$ cat src/rtl/mult_seq_ctrl.sv
// Sequential EX-stage multiplier: four half-width partial products accumulated
// over four cycles, sign-corrected, then written to HI/LO.

module mult_array #(
  parameter int WIDTH_H = 16
) (
  input  logic [WIDTH_H-1:0]   x_i,
  input  logic [WIDTH_H-1:0]   y_i,
  output logic [2*WIDTH_H-1:0] p_o
);
  assign p_o = {{WIDTH_H{1'b0}}, x_i} * {{WIDTH_H{1'b0}}, y_i};
endmodule

module mult_seq_ctrl #(
  parameter int WIDTH_D = 32,
  parameter int WIDTH_H = WIDTH_D / 2,
  parameter int WIDTH_P = 2 * WIDTH_D
) (
  input  logic               clk,
  input  logic               rst_n,
  input  logic               start,
  input  logic               signed_op,
  input  logic               flush,
  input  logic [WIDTH_D-1:0] a,
  input  logic [WIDTH_D-1:0] b,
  output logic               busy,
  output logic               done,
  output logic [WIDTH_D-1:0] hi,
  output logic [WIDTH_D-1:0] lo
);

  typedef enum logic [1:0] {IDLE, MUL, FIX, DONE} state_e;

  state_e               state_q, state_d;
  logic [WIDTH_D-1:0]   mag_a_q, mag_a_d;
  logic [WIDTH_D-1:0]   mag_b_q, mag_b_d;
  logic                 neg_q, neg_d;
  logic [WIDTH_P-1:0]   acc_q, acc_d;
  logic [1:0]           cnt_q, cnt_d;
  logic [WIDTH_D-1:0]   hi_q, hi_d;
  logic [WIDTH_D-1:0]   lo_q, lo_d;

  logic [WIDTH_D-1:0]   abs_a, abs_b;
  logic [WIDTH_H-1:0]   op_x, op_y;
  logic [2*WIDTH_H-1:0] pp;
  logic [WIDTH_P-1:0]   pp_ext, pp_shift, fixed;

  // The most-negative operand negates to itself, which is the correct unsigned magnitude.
  assign abs_a = (signed_op && a[WIDTH_D-1]) ? -a : a;
  assign abs_b = (signed_op && b[WIDTH_D-1]) ? -b : b;

  assign op_x = cnt_q[1] ? mag_a_q[WIDTH_D-1:WIDTH_H] : mag_a_q[WIDTH_H-1:0];
  assign op_y = cnt_q[0] ? mag_b_q[WIDTH_D-1:WIDTH_H] : mag_b_q[WIDTH_H-1:0];

  mult_array #(.WIDTH_H(WIDTH_H)) u_mult_array (
    .x_i (op_x),
    .y_i (op_y),
    .p_o (pp)
  );

  assign pp_ext = {{WIDTH_D{1'b0}}, pp};
  assign fixed  = neg_q ? -acc_q : acc_q;

  always_comb begin
    pp_shift = pp_ext;
    case (cnt_q)
      2'd0:    pp_shift = pp_ext;
      2'd1,
      2'd2:    pp_shift = pp_ext << WIDTH_H;
      default: pp_shift = pp_ext << WIDTH_D;
    endcase
  end

  always_ff @(posedge clk or negedge rst_n) begin
    if (!rst_n) begin
      state_q <= IDLE;
      mag_a_q <= '0;
      mag_b_q <= '0;
      neg_q   <= 1'b0;
      acc_q   <= '0;
      cnt_q   <= '0;
      hi_q    <= '0;
      lo_q    <= '0;
    end else begin
      state_q <= state_d;
      mag_a_q <= mag_a_d;
      mag_b_q <= mag_b_d;
      neg_q   <= neg_d;
      acc_q   <= acc_d;
      cnt_q   <= cnt_d;
      hi_q    <= hi_d;
      lo_q    <= lo_d;
    end
  end

  // Flush wins everywhere, including over a start arriving in IDLE.
  always_comb begin
    state_d = state_q;
    mag_a_d = mag_a_q;
    mag_b_d = mag_b_q;
    neg_d   = neg_q;
    acc_d   = acc_q;
    cnt_d   = cnt_q;
    hi_d    = hi_q;
    lo_d    = lo_q;
    case (state_q)
      IDLE: begin
        if (start && !flush) begin
          mag_a_d = abs_a;
          mag_b_d = abs_b;
          neg_d   = signed_op & (a[WIDTH_D-1] ^ b[WIDTH_D-1]);
          acc_d   = '0;
          cnt_d   = '0;
          state_d = MUL;
        end
      end
      MUL: begin
        if (flush) begin
          state_d = IDLE;
        end else begin
          acc_d = acc_q + pp_shift;
          cnt_d = cnt_q + 2'd1;
          if (cnt_q == 2'd3) state_d = FIX;
        end
      end
      FIX: begin
        if (flush) begin
          state_d = IDLE;
        end else begin
          {hi_d, lo_d} = fixed;
          state_d      = DONE;
        end
      end
      default: state_d = IDLE;
    endcase
  end

  assign busy = (state_q != IDLE);
  assign done = (state_q == DONE);
  assign hi   = hi_q;
  assign lo   = lo_q;

endmodule

$ cat config.mk
export PLATFORM = sky130hd
export DESIGN_NAME = mult_seq_ctrl
export DESIGN_NICKNAME = d
export VERILOG_FILES = /design/src/rtl/mult_seq_ctrl.sv
export SDC_FILE = /design/constraint.sdc
export NUM_CORES = 1
export LEC_CHECK = 0
export CAP_MARGIN = 15
export CORE_AREA = 2 2 177 265
export CTS_CLUSTER_SIZE = 14
export DETAILED_ROUTE_END_ITERATION = 8
export DIE_AREA = 0 0 179 267
export PLACE_DENSITY = 0.71
export SKIP_CTS_REPAIR_TIMING = 1
export SYNTH_ARGS = -nofsm -noshare
export SYNTH_HDL_FRONTEND = slang
export SYNTH_SLANG_ARGS = --single-unit
export TNS_END_PERCENT = 30
$ cat constraint.sdc
create_clock -name clk -period 9.8 [get_ports clk]
set_input_delay 1.47 -clock clk [delete_from_list [all_inputs] [get_ports clk]]
set_output_delay 1.47 -clock clk [all_outputs]
set_load 0.1 [all_outputs]
* After elaboration in Yosys (flattened, before gate mapping) *
Index checks and enable logic that the tools add are counted.

storage, ports and cells
  bits of input ports = 69
  register bits = 197
  logic and storage cells = 56
  output and inout bits = 66

cells by class
  bitwise operators = 3
  $mul = 1
  $add $sub $neg = 5
  reduce and logical (&&, ||, !) cells = 13
  mux-type cells = 17
  equal/unequal tests = 9

operators by type and width
  cell                                                 count
  case mux 64 bit (2 select lines)                     2
  2-to-1 mux 64 bit                                    3
  adder 64 bit                                         1
  2-to-1 mux 32 bit                                    2
  negator 32 bit                                       2
  negator 64 bit                                       1
  multiplier 16 x 16 -> 32 bit                         1
  2-to-1 mux 16 bit                                    2
  2-to-1 mux 2 bit                                     6
  equality test 2 bit, second input constant           4
  case mux 2 bit (3 select lines)                      1
  AND reduction 2 bit                                  3
  equality test 2 x 1 -> 1 bit, second input constant  2
  zero test 2 bit                                      2
  inequality test 2 bit, second input constant         2
  case mux 2 bit (2 select lines)                      1
  nonzero test 2 bit                                   2
  logical AND 1 bit                                    3
  inequality test 3 bit, second input constant         1
  AND reduction 3 bit                                  1
  adder 2 x 1 -> 2 bit, second input constant          1
  OR reduction 2 bit                                   1
  bitwise AND 1 bit                                    1
  zero test 1 bit                                      1
  2 further kinds                                      2

* Logic depth before layout (Yosys ltp) *
Gate-level depths: netlist (run 1).

  word-level depth = 6
  mapped depth = 42
  depth with buffers taken out = 38

* By module *
From an unflattened synthesis (run 1), not the netlist that was laid out.

unflattened totals
  cells, all modules = 2673
  area total of the unflattened synthesis = 22610.4 um2

by module, submodules not included
  module         cells an instance  area an instance (um2)  sequential area each (um2)  instances
  mult_seq_ctrl  1696               14089.8                 4929.7                      1
  mult_array     977                8520.7                  0.0                         1

* Worst setup path before layout (run 1) *
No wires, ideal clock.

  kind = register to register
  start point = reg cnt_q[1]
  end point = reg acc_q[61]
  buffers on the path = 4
  library setup time = 0.079 ns
  cell stages (with the launch flop) = 39
  required time = 9.721 ns
  data arrival time = 9.870 ns
  slack = -0.150 ns
  period minus slack after synthesis = 9.950 ns
  cells stage by stage = dfrtp_1 -> clkbuf_1 -> buf_1 -> buf_1 -> mux2i_1 -> nor2_1 -> fa_1 -> inv_1 -> fa_1 -> fa_1 -> inv_1 -> fa_1 -> fa_1 -> inv_1 -> fa_1 -> inv_1 -> ha_1 -> a21o_1 -> (+3 left out) -> o221a_2 -> a41o_1 -> a21oi_1 -> xnor2_1 -> nand2_1 -> o21ai_0 -> ha_1 -> clkbuf_1 -> a21o_1 -> a221oi_1 -> o41ai_1 -> a211oi_1 -> o32a_1 -> o21ai_1 -> a41oi_1 -> nand2_1 -> a311oi_1 -> mux2i_1

between the ends
  longest elaborated chain between the ends = 6
  elaborated cells between the ends (all ways) = 10
  those cells by class = add/sub: 1; mul: 1; eq/ne: 2; mux: 4; reduce/logical: 2

RTL lines
  item                                                                       line    RTL
  start: declaration                                                         39      logic [1:0] cnt_q, cnt_d;
  start signal: assignment                                                   90      cnt_q <= cnt_d;
  2-to-1 mux 16 bit (tied with other cells)                                  52      assign op_x = cnt_q[1] ? mag_a_q[WIDTH_D-1:WIDTH_H] : mag_a_q[WIDTH_H-1:0];
  multiplier 16 x 16 -> 32 bit / OR reduction 2 bit (equally long branches)  11, 66
  case mux 64 bit (2 select lines) *                                         66      case (cnt_q)
  adder 64 bit *                                                             121     acc_d = acc_q + pp_shift;
  2-to-1 mux 64 bit *                                                        118     if (flush) begin
  case mux 64 bit (2 select lines) *                                         106     case (state_q)
  end signal: assignment                                                     80      acc_q <= '0;
  end signal: assignment                                                     89      acc_q <= acc_d;
  end: declaration                                                           38      logic [WIDTH_P-1:0] acc_q, acc_d;

Mark *: on every way between the ends. The rest lies on a longest branch, timed or not. The select of a mux whose other input is x is not followed.
A chain may end at the register's enable or synchronous reset.

* Worst setup path after layout (run 1) *
  start point = reg cnt_q[1]
  end point = reg acc_q[63]

The elaborated chain is that of the path after synthesis.

==> results of run 1 <==
[worst max path at each step]
stage	from	endpoint	slack [ns]	cells past startpoint
2_1_floorplan	cnt_q[1]$_DFFE_PN0P_	acc_q[61]$_DFFE_PN0P_	0.006	38
3_3_place_gp	cnt_q[0]$_DFFE_PN0P_	acc_q[61]$_DFFE_PN0P_	0.22	36
3_5_place_dp	cnt_q[0]$_DFFE_PN0P_	acc_q[57]$_DFFE_PN0P_	0.11	37
4_1_cts	cnt_q[0]$_DFFE_PN0P_	acc_q[57]$_DFFE_PN0P_	0.10	37
5_1_grt	cnt_q[1]$_DFFE_PN0P_	acc_q[57]$_DFFE_PN0P_	-0.06	39
6_report	cnt_q[1]$_DFFE_PN0P_	acc_q[63]$_DFFE_PN0P_	0.37	36
[synth_stat cells (all sizes together) (6+ instances only)]
library cell  instances  area share [%]
nor4                 17            0.66
or2                   8            0.22
mux2i                33             1.5
o31ai                40             1.4
a211oi                9            0.30
nand2               295             4.9
nand4                21            0.58
nor3                 16            0.36
a22o                 20            0.78
and2                 26            0.72
dfrtp               197              22
nand2b               20            0.57
or4                  19            0.68
fa                  195              17
o21ai               150             3.3
nand3                27            0.60
or3                  13            0.36
xnor2                85             3.3
a31oi                16            0.44
buf                  10            0.19
xor2                120             4.7
inv                 275             4.6
a21boi                6            0.20
a21oi               253             5.6
a21o                 54             1.8
o21bai               23            0.77
nor2                336             5.6
nor2b                11            0.31
mux2                 33             1.7
o41ai                18            0.82
clkbuf              107             1.8
ha                  172             9.6
o21a                  8            0.27
and3                  8            0.22
[area by class of cell]
cell class | count | area [um2]
fillers | 4212 | 19400
clock inverters | 13 | 163
repair buffers | 276 | 2540
inverters | 275 | 1030
well taps | 588 | 736
clock buffers | 19 | 433
multi-input cells | 2105 | 16300
flip-flops and latches | 197 | 4930
[worst max-delay path: cells and delay by family (launching register included)]
kind | cells | cell delay [ns]
adders and majority gates | 8 | 3.80
muxes | 1 | 0.29
buffers and inverters | 6 | 0.63
DFF | 1 | 0.49
and+or+nand+nor | 4 | 0.54
AOI/OAI and AO/OA | 15 | 3.12
xor gates and xnor gates | 2 | 0.42
[flip-flops by register name, summed over array words and instances (netlist names)]
signal and cells:
hi 32, mag_b_q 32, state_q 2, mag_a_q 32
neg_q 1, cnt_q 2, lo 32, acc_q 64
[logic make-up (layout without fill, tap and decap cells)]
family	Yosys count	after routing	synth area share (%)
muxes	66	66	3.12
buffers and inverters	392	583	6.56
xor gates and xnor gates	205	205	7.97
and+or+nand+nor	824	824	16.1
adders and majority gates	367	367	26.9
DFF	197	197	21.9
AOI/OAI and AO/OA	643	643	17.5
[stage by stage]
step | TNS, ns | hold WS [ns] | setup WS, ns | instance area, um2 | util [%]
2_1_floorplan | 0 | 0.490 | 0.00595 | 22500 | -
3_3_place_gp | 0 | 0.496 | 0.220 | 25300 | 55.5
3_5_place_dp | 0 | 0.505 | 0.109 | 25300 | 55.5
4_1_cts | 0 | 0.525 | 0.104 | 25900 | 56.8
5_1_grt | -0.0975 | 0.546 | -0.0580 | 26100 | 57.4
6_report | 0 | 0.522 | 0.366 | 26100 | 57.4
[per-layer routing]
metal / up-vias / wire [um]
li1: 9419 / -
met2: 711 / 39600
met4: 0 / 7620
met1: 9741 / 25900
met5: - / 0
met3: 292 / 3190
==> impl_results.md, run 1 <==
- Status: completed
- Grt ovf: 0
- Hold Path Class: flip-flop to flip-flop
- Antenna Nets Post-Route: 0
- Netlist cell types: 74
- Cts bufs inserted: 17
- CTS tree: built
- Met2 GRT Util: 59.3%
- Hold endpoint: lo[0]$_DFFE_PN0P_
- Placer Congestion: 1.04
- First-pass iteration count of the detailed router: 6
- Synthesized net count: 3130
- Clk slew on worst S/H paths: 0.09 ns
- Fin. max-slew vios: 0
- PortBufs: 134
- Cell count after synthesis: 2694
- Clock root buffer: clkbuf_16
- Ys flop type: dfrtp_1
- Pin count of the biggest net entering global routing: 128
- Critical path's most frequent cell: fa_1
- CTS H-tree lvls: 4
- #FFs+latches synth: 197
- Post-synth EDFFs: 0
- CTS Sinks: 197
- WL final: 76300 um
- Final period utilization: 96.3%
- YS warnings: 0
- Highest clock rate: 106 MHz
- Most common cell after layout, fill and taps aside: nor2_1
- Initial antenna violation count: 0
- I/O Pins: 135
- Routed wire per std cell: 22.0 um
- Final setup skew: 0.0169 ns
- Placed Cells: 3433
- Setup slack, reg-to-reg: 0.37 ns
- Crit. End Element: flip-flop
- Die Ht: 267 um
- Min-Delay Startpoint: lo[0]$_DFFE_PN0P_
- Iter 0 DRT Violations: 1243
- Vias in the first global route: 21.0k
- Finished Layout Cells: 3473
- CTS max path bufs: 2
- Max incr delay on CP: 0.57 ns
- Tightest Pin Transition: 1.15 ns
- Most frequent cells in the layout: nor2_1 (332), nand2_1 (295), inv_1 (275)
- Async S/R FF share, synth: 100%
- Maxcap violations: 0
- Layout net count: 3308
- Hold Crit Depth: 1
- WP data arrival: 9.83 ns
- Area growth, synth to finish: 16.0%
- Worst flop-to-flop path endpoint: acc_q[63]$_DFFE_PN0P_
- First-pass GRT wire length: 116000 um
- Row cnt: 96
- Met3 Track Usage GR: 4.03%
- Setup violations, final: 0
- RR Startpoint: cnt_q[1]$_DFFE_PN0P_
- DPL Wire Length: 62800 um
- Layout cell share with drive strength beyond 1: 9.08%
- Core Region: 45500 um2
- Post-DR vias/cell: 5.81
- # diodes: 0
- Final hold violation count: 0
- Min cycle time layout: 9.43 ns
- Die width: 179 um
- Unrepaired setup endpoints after global routing: true
- DR vias: 20.2k
- Syn avg cell area: 8.36 um2
- Die area: 47800 um2
- Critical Path RT: 10.20 ns
- Max Fanout on Critical Path: 9
- Sequential share of the synthesized area: 21.9%
- Global route hottest layer: met2
- Reg2reg path depth: 36
- Total track usage: 32.5%
- Critical-path top delay cell: fa_1
- Met1 Use GR: 31.7%
- Slew margin rel.: 23.4%
- # DRC: 0
- Initial Util: 49.5%
- Critical path class: flip-flop to flip-flop
- Cell Area, Synth: 22500 um2
- Clk Latency, worst-skew pair: 0.50 ns
- Startpoint class of the critical path: flip-flop
Power of run 1 is left out: the tool's default activity adds up to more than one toggle a clock period on the data nets, which glitch-free logic cannot reach.
==> inputs of run 2 (changes only) <==
CTS_CLUSTER_DIAMETER = 120   (was default)
==> results of run 2 <==
The final DEF is identical to that of run 1; final timing and power are the same.
Power of run 2 is left out for the same reason.
